`config.mk`:
```
export PLATFORM = sky130hd
export DESIGN_NAME = irrigation_cycle_scheduler
export DESIGN_NICKNAME = d
export VERILOG_FILES = /design/src/rtl/irrigation_cycle_scheduler.sv
export SDC_FILE = /design/constraint.sdc
export NUM_CORES = 1
export LEC_CHECK = 0
export CORE_MARGIN = 2
export CORE_UTILIZATION = 35
export CTS_CLUSTER_DIAMETER = 150
export CTS_CLUSTER_SIZE = 28
export DETAILED_ROUTE_END_ITERATION = 16
export GPL_ROUTABILITY_DRIVEN = 0
export GPL_TIMING_DRIVEN = 1
export SLEW_MARGIN = 15
export SYNTH_ARGS = -nofsm -noshare
export SYNTH_HDL_FRONTEND = slang
export SYNTH_SLANG_ARGS = --single-unit
```
`constraint.sdc`:
```
create_clock -name clk -period 4.8 [get_ports clk]
set_input_delay 1.44 -clock clk [delete_from_list [all_inputs] [get_ports clk]]
set_output_delay 1.44 -clock clk [all_outputs]
set_load 0.1 [all_outputs]
```
`src/rtl/irrigation_cycle_scheduler.sv`:
```
// Water-line scheduler: round-robin sprinkler/drip cycles timed by a 1 Hz tick, with rest gap and
// tank-level/sensor-error interlocks. Optional manual sprinkler start under IRRIG_MANUAL_EN.
module irrigation_cycle_scheduler #(
  parameter int unsigned TIMER_W        = 12,
  parameter int unsigned SPRINKLER_TIME = 600,
  parameter int unsigned DRIP_TIME      = 1200,
  parameter int unsigned REST_TIME      = 300
) (
  input  logic               clk,
  input  logic               rst_n,
  input  logic               tick_i,
  input  logic               sprinkler_req_i,
  input  logic               drip_req_i,
  input  logic [1:0]         level_code_i,
  input  logic               error_i,
`ifdef IRRIG_MANUAL_EN
  input  logic               manual_start_i,
`endif
  output logic               sprinkler_valve_o,
  output logic               drip_valve_o,
  output logic               busy_o,
  output logic               fault_o,
  output logic               cycle_done_o,
  output logic               abort_o,
  output logic [TIMER_W-1:0] remaining_o
);

  localparam logic [TIMER_W-1:0] L_SPR_LOAD  = TIMER_W'(SPRINKLER_TIME);
  localparam logic [TIMER_W-1:0] L_DRIP_LOAD = TIMER_W'(DRIP_TIME);
  localparam logic [TIMER_W-1:0] L_REST_LOAD = TIMER_W'(REST_TIME);
  localparam logic [TIMER_W-1:0] L_ONE       = TIMER_W'(1);
  localparam logic               L_LAST_S    = 1'b0;
  localparam logic               L_LAST_D    = 1'b1;

  typedef enum logic [2:0] {
    S_IDLE    = 3'd0,
    S_WATER_S = 3'd1,
    S_WATER_D = 3'd2,
    S_REST    = 3'd3,
    S_FAULT   = 3'd4
  } state_t;

  state_t             r_state;
  logic [TIMER_W-1:0] r_cnt;
  logic               r_last;
  logic               r_valve_s;
  logic               r_valve_d;
  logic               r_busy;
  logic               r_fault;
  logic               r_done;
  logic               r_abort;

  state_t             w_state_nxt;
  logic [TIMER_W-1:0] w_cnt_nxt;
  logic               w_last_nxt;
  logic               w_done;
  logic               w_abort;
  logic               w_elig_s;
  logic               w_elig_d;
  logic               w_manual;

  assign w_elig_s = sprinkler_req_i && (level_code_i >= 2'b10);
  assign w_elig_d = drip_req_i && (level_code_i >= 2'b01);

`ifdef IRRIG_MANUAL_EN
  // Manual start only honoured when the sprinkler level interlock holds
  assign w_manual = manual_start_i && (level_code_i >= 2'b10);
`else
  assign w_manual = 1'b0;
`endif

  // Next-state and counter logic; sensor error overrides everything
  always_comb begin
    w_state_nxt = r_state;
    w_cnt_nxt   = r_cnt;
    w_last_nxt  = r_last;
    w_done      = 1'b0;
    w_abort     = 1'b0;
    if (error_i) begin
      w_state_nxt = S_FAULT;
      w_cnt_nxt   = '0;
      w_abort     = (r_state == S_WATER_S) || (r_state == S_WATER_D);
    end else begin
      case (r_state)
        S_IDLE: begin
          if (w_manual || (w_elig_s && (!w_elig_d || (r_last == L_LAST_D)))) begin
            w_state_nxt = S_WATER_S;
            w_cnt_nxt   = L_SPR_LOAD;
            w_last_nxt  = L_LAST_S;
          end else if (w_elig_d) begin
            w_state_nxt = S_WATER_D;
            w_cnt_nxt   = L_DRIP_LOAD;
            w_last_nxt  = L_LAST_D;
          end
        end
        S_WATER_S: begin
          if (tick_i && (r_cnt == L_ONE)) begin
            w_state_nxt = S_REST;
            w_cnt_nxt   = L_REST_LOAD;
            w_done      = 1'b1;
          end else if (!w_elig_s) begin
            w_state_nxt = S_REST;
            w_cnt_nxt   = L_REST_LOAD;
            w_abort     = 1'b1;
          end else if (tick_i) begin
            w_cnt_nxt   = r_cnt - L_ONE;
          end
        end
        S_WATER_D: begin
          if (tick_i && (r_cnt == L_ONE)) begin
            w_state_nxt = S_REST;
            w_cnt_nxt   = L_REST_LOAD;
            w_done      = 1'b1;
          end else if (!w_elig_d) begin
            w_state_nxt = S_REST;
            w_cnt_nxt   = L_REST_LOAD;
            w_abort     = 1'b1;
          end else if (tick_i) begin
            w_cnt_nxt   = r_cnt - L_ONE;
          end
        end
        S_REST: begin
          if (w_manual) begin
            w_state_nxt = S_WATER_S;
            w_cnt_nxt   = L_SPR_LOAD;
            w_last_nxt  = L_LAST_S;
          end else if (tick_i) begin
            if (r_cnt == L_ONE) begin
              w_state_nxt = S_IDLE;
              w_cnt_nxt   = '0;
            end else begin
              w_cnt_nxt   = r_cnt - L_ONE;
            end
          end
        end
        S_FAULT: begin
          w_cnt_nxt = '0;
          if (tick_i) begin
            w_state_nxt = S_REST;
            w_cnt_nxt   = L_REST_LOAD;
          end
        end
        default: begin
          w_state_nxt = S_IDLE;
          w_cnt_nxt   = '0;
        end
      endcase
    end
  end

  // State register; outputs are registered from the next-state decode
  always_ff @(posedge clk or negedge rst_n) begin
    if (!rst_n) begin
      r_state   <= S_IDLE;
      r_cnt     <= '0;
      r_last    <= L_LAST_D;
      r_valve_s <= 1'b0;
      r_valve_d <= 1'b0;
      r_busy    <= 1'b0;
      r_fault   <= 1'b0;
      r_done    <= 1'b0;
      r_abort   <= 1'b0;
    end else begin
      r_state   <= w_state_nxt;
      r_cnt     <= w_cnt_nxt;
      r_last    <= w_last_nxt;
      r_valve_s <= (w_state_nxt == S_WATER_S);
      r_valve_d <= (w_state_nxt == S_WATER_D);
      r_busy    <= (w_state_nxt == S_WATER_S) || (w_state_nxt == S_WATER_D) ||
                   (w_state_nxt == S_REST);
      r_fault   <= (w_state_nxt == S_FAULT);
      r_done    <= w_done;
      r_abort   <= w_abort;
    end
  end

  assign sprinkler_valve_o = r_valve_s;
  assign drip_valve_o      = r_valve_d;
  assign busy_o            = r_busy;
  assign fault_o           = r_fault;
  assign cycle_done_o      = r_done;
  assign abort_o           = r_abort;
  assign remaining_o       = r_cnt;

endmodule

```
[Word-level counts from Yosys, hierarchy flattened]
Index checks and enable logic that the tools add are counted.
Cells by class
  add/sub/neg operators: 1
  equal/unequal tests: 11
  $lt $le $gt $ge: 2
  multiplexer cells: 34
  reduce and logical (&&, ||, !) cells: 14
  bitwise operators: 1
Operator list (count)
  $mux 12: 10
  $pmux 12 s5: 1
  $mux 3: 10
  $pmux 3 s5: 1
  $eq 12x1->1 const B: 1
  $eq 3x2->1 const B: 4
  $sub 12x1->12 const B: 1
  $mux 1: 10
  $mux 9: 1
  $eq 3x1->1 const B: 2
  $eq 3x3->1 const B: 2
  $logic_and 1x1->1: 4
  $logic_or 1x1->1: 4
  $ne 4x4->1 const B: 1
  $logic_not 3->1: 1
  $ne 3x3->1 const B: 1
  $reduce_and 3->1: 1
  $ge 2x1->1 const B: 1
  $ge 2x2->1 const B: 1
  $pmux 1 s2: 1
  $reduce_and 2->1: 1
  $reduce_bool 2->1: 1
  $reduce_or 2->1: 1
  $logic_not 1->1: 1
  $not 1->1: 1
Storage, ports and cells
  register bits after elaboration: 22
  output and inout port bits: 18
  word-level logic and storage cells: 72
  bits of input ports: 8

[Longest topological paths before layout]
  depth in word-level cells: 11
  gate-level depth with buffers: 7
  mapped depth without buffers: 7

[Worst setup path after synthesis]
No wires, ideal clock.
  path kind: input to register
  start point: input error_i
  end point: register r_cnt[4], in the netlist remaining_o[4]
  arrival: 2.733 ns
  required time: 4.731 ns
  library setup time: 0.069 ns
  stages: 6
  slack: 1.998 ns
  buffers on the path: 1
  path through: clkbuf_1 -> inv_1 -> o21ai_1 -> or3b_1 -> a2111oi_0 -> a221o_1
Between the ends
  word-level cells in the longest chain between the ends: 2
  elaborated cells between the ends (all ways): 4
  classes of those cells: 2 x eq/ne; 1 x mux; 1 x reduce/logical
Ends and longest elaborated chain
  start: declaration: RTL line 15  | input logic error_i,
  $ne 4x4->1 (no line) / $ne 3x3->1 (equally long branches)
  $reduce_and 2->1 (no line)
  end signal: assignment: RTL line 165  | r_cnt <= w_cnt_nxt;
  end: declaration: RTL line 44  | logic [TIMER_W-1:0] r_cnt;
Parallel ways exist; a longest one is shown, timed or not.
A chain may end at the register's enable or synchronous reset.

[Worst setup path after layout]
  start point: input tick_i
  end point: register r_valve_d, in the netlist drip_valve_o
Between the ends
  word-level cells in the longest chain between the ends: 5
  elaborated cells between the ends (all ways): 8
  classes of those cells: 1 x eq/ne; 6 x mux; 1 x reduce/logical
Ends and longest elaborated chain
  start: declaration: RTL line 11  | input logic tick_i,
  $logic_and 1x1->1: RTL line 97, 110
  $mux 3 (on tied branches): RTL line 110, 97
  $pmux 3 s5 (*): RTL line 84  | case (r_state)
  $mux 3 (*): RTL line 79  | if (error_i) begin
  named net w_state_nxt[1]: RTL line 53  | state_t w_state_nxt;
  $eq 3x2->1 (*): RTL line 168  | r_valve_d <= (w_state_nxt == S_WATER_D);
  end signal: assignment: RTL line 168
  end: declaration: RTL line 47  | logic r_valve_d;
The timed path passes the listed nets; every way through them passes the cells marked *.

==> flow_summary.yaml <==
run_status:
  status: "completed"
cts:
  ctsHoldBuffers: 0
  cts_sinks: 22
  cts_buffers: 3
  cts.root.buffer_cell: "clkbuf_8"
  insertion_delay_ns: 0.27
  cts_tree: "built"
  cts_resized: 0
  clkTransAtPathRegs_ns: 0.09
  post-cts-setup-buffers: 0
  htree_levels: 1
  clockBufferDepth: 2
global_route:
  grt_pass1_wl_um: 8000
  track_usage: 0.183
  grt_max_degree: 23
  gr-total-overflow: 0
  antenna_found_initial: 0
  grt_pass1_vias: 1571
detailed_routing:
  met2_length_um: 2180
  via_count: 1753
  postRouteAntennaNets: 0
  wl_met3_um: 323
  wire_per_inst_um: 16.9
  dr.pass1.iters: 5
  m1WireLength_um: 2350
  drt_iter0_drc: 170
  drt-vias-per-instance: 5.98
  drt_wl_total_um: 4940
  top_layer_used: "met4"
  drcViolationCount: 0
synthesis:
  synth_edf_count: 0
  synth_cells: 212
  async_flop_share: 1.00
  syn_nets: 222
  synth-seq-cells: 22
  synthDistinctLibCells: 70
  ys_seq_area_frac: 0.309
  synth.avg_cell_area_um2: 8.42
  yosys_most_used_dff: "dfrtp_1"
  synth_warnings: 0
  syn-cell-area_um2: 1780
placed_design:
  hpwl_um: 3500
  placed_cells: 289
  port_buffers: 25
timing:
  fin_crit_sh: 0.750
  setup_viol: 0
  slew_headroom: 0.348
  clock_skew_ns: 0.00597
  worst_pin_slew_ns: 0.975
  min_period_ns: 3.60
  hold_violations: 0
  fin_setup_tns_ns: 0
  max_freq_mhz: 278
  slew_viol_final: 0
  rsz0062_at_grt: "false"
layout:
  multi_input_area_um2: 1130
  area_growth_pct: 18.6
  final-seq-area_um2: 552
  num-fill-cells: 501
  drive_above_1_share: 0.0841
  fin_cells: 293
  final_nets: 237
  final_util: 0.439
  antenna_cells: 0
die:
  die_area_um2: 5690
  die_x_um: 75.4
  die_h_um: 75.4
  rows: 25
  coreArea_um2: 4820
  start_util: 0.370
  ios: 26
worst_setup_path:
  critPathRequiredTime_ns: 5.01
  path_max_fanout: 20
  start_kind: "primary input"
  critPathArrivalTime_ns: 3.80
  criticalPathCategory: "primary input to flop"
  end_kind: "flop"
  cpPeakStageDelay_ns: 0.93
  crit_path_top_delay_cell: "clkdlybuf4s50_1"
  worstPathCellList: "clkdlybuf4s50_1 -> nor4b_4 -> nand4_4 -> or3_1 -> a41oi_1 -> and3_1"
  crit_buf_inv: 1
  crit_family: "simple AND/OR/NAND/NOR gates"
pwr:
  power-per-cell-area_nw_per_um2: 596
  power.static_leakage_nw: 0.825
  peakVddDrop_uv: 253
flow_run:
  maxCapViolations: 0
min_path:
  min_path_type: "flop to flop"
-- area by class of cell --
| cell class | count | area share |
|---|---|---|
| inverters | 8 | 0.0142 |
| clock inverters | 1 | 0.0142 |
| clock buffers | 3 | 0.0195 |
| well taps | 67 | 0.0396 |
| repair buffers | 26 | 0.119 |
| flip-flops and latches | 22 | 0.261 |
| multi-input cells | 166 | 0.532 |
-- metrics by stage --
| step | worst slack, ns | hold WS [ns] | area [µm²] | power (mW) |
|---|---|---|---|---|
| CTS | 1.26 | 0.540 | 2120 | 1.26 |
| global route | 1.05 | 0.571 | 2120 | 1.33 |
| floorplan | 2.00 | 0.502 | 1780 | 0.919 |
| detailed placement | 0.973 | 0.531 | 2050 | 1.07 |
| finish | 1.20 | 0.534 | 2120 | 1.26 |
| global placement | 1.00 | 0.512 | 2050 | 1.08 |
-- sequential cells by signal, indices dropped and copies added, names as in the netlist --
signal / cells
r_last: 1
sprinkler_valve_o: 1
remaining_o: 12
busy_o: 1
abort_o: 1
r_state: 3
drip_valve_o: 1
cycle_done_o: 1
fault_o: 1
-- synthesized netlist by cell type (all sizes together), types with 2 or more instances --
master,number,area share
a41o,2,0.012
and3,3,0.011
ha,2,0.014
and3b,2,0.0098
a22o,2,0.0098
o32ai,2,0.0098
o221ai,2,0.0098
a211oi,5,0.021
nand4,3,0.019
a21oi,14,0.039
nand3,9,0.025
a22oi,5,0.021
o22ai,3,0.011
o21ai,11,0.031
nand4b,2,0.0098
nand2b,2,0.0070
dfrtp,21,0.29
inv,8,0.017
or3,4,0.014
a21o,6,0.027
o21a,4,0.017
buf,11,0.032
o41ai,2,0.0098
xnor2,3,0.015
clkbuf,5,0.011
and4,2,0.011
nand2,13,0.027
nor2,13,0.029
and2,2,0.0070
a41oi,2,0.0098
a31oi,4,0.014
nor3,15,0.054
-- where the power goes --
part | switching [mW] | total [mW] | internal, mW | leakage, nW
clock network | 0.0687 | 0.180 | 0.111 | 0.0357
registers | 0.0961 | 0.326 | 0.230 | 0.291
logic | 0.515 | 0.755 | 0.240 | 0.499
-- logic make-up (layout without fill, tap and decap cells) --
logic type               after synthesis  after routing  synth area share
AO/OA/AOI/OAI                         80             80             0.320
AND/OR/NAND/NOR                       78             78             0.266
buffers and inverters                 24             38            0.0596
flip-flops                            22             22             0.309
XOR/XNOR                               4              4            0.0196
adder cells (fa/ha/maj)                2              2            0.0140
multiplexers                           2              2            0.0119
-- layer usage --
metal / global-route usage / vias to the layer above
met5: 0 / -
met4: 0.0643 / 0
met3: 0.0238 / 5
met2: 0.278 / 64
met1: 0.267 / 833
li1: - / 851
-- tightest hold or removal path: stages, from the launching register on --
cell and delay, ns:
dfstp_2 0.38, a21oi_1 0.11, a31oi_1 0.05
-- path summary, 6_finish.rpt --
check                                       to  slack [ns]      startpoint  cells after the start
max in group asynchronous               r_last        3.30           rst_n                      1
min in group asynchronous       remaining_o[9]        1.13           rst_n                      1
worst max-delay path              drip_valve_o        1.20          tick_i                      6
worst min-delay path                    r_last        0.53          r_last                      2
worst min register to register          r_last        0.53          r_last                      2
worst max register to register  remaining_o[4]        2.28  remaining_o[2]                      5
-- cell usage in the layout (no fill, tap or decap), types with 5 or more instances in the layout --
| master | instances |
|---|---|
| nor2_1 | 12 |
| nor3_1 | 12 |
| nand3_1 | 9 |
| nand2_1 | 13 |
| clkdlybuf4s50_1 | 24 |
| a211oi_1 | 5 |
| dfrtp_1 | 21 |
| o21ai_0 | 8 |
| inv_1 | 8 |
| a22oi_1 | 5 |
| a21oi_1 | 14 |
Power figures use the tool's default switching activity.
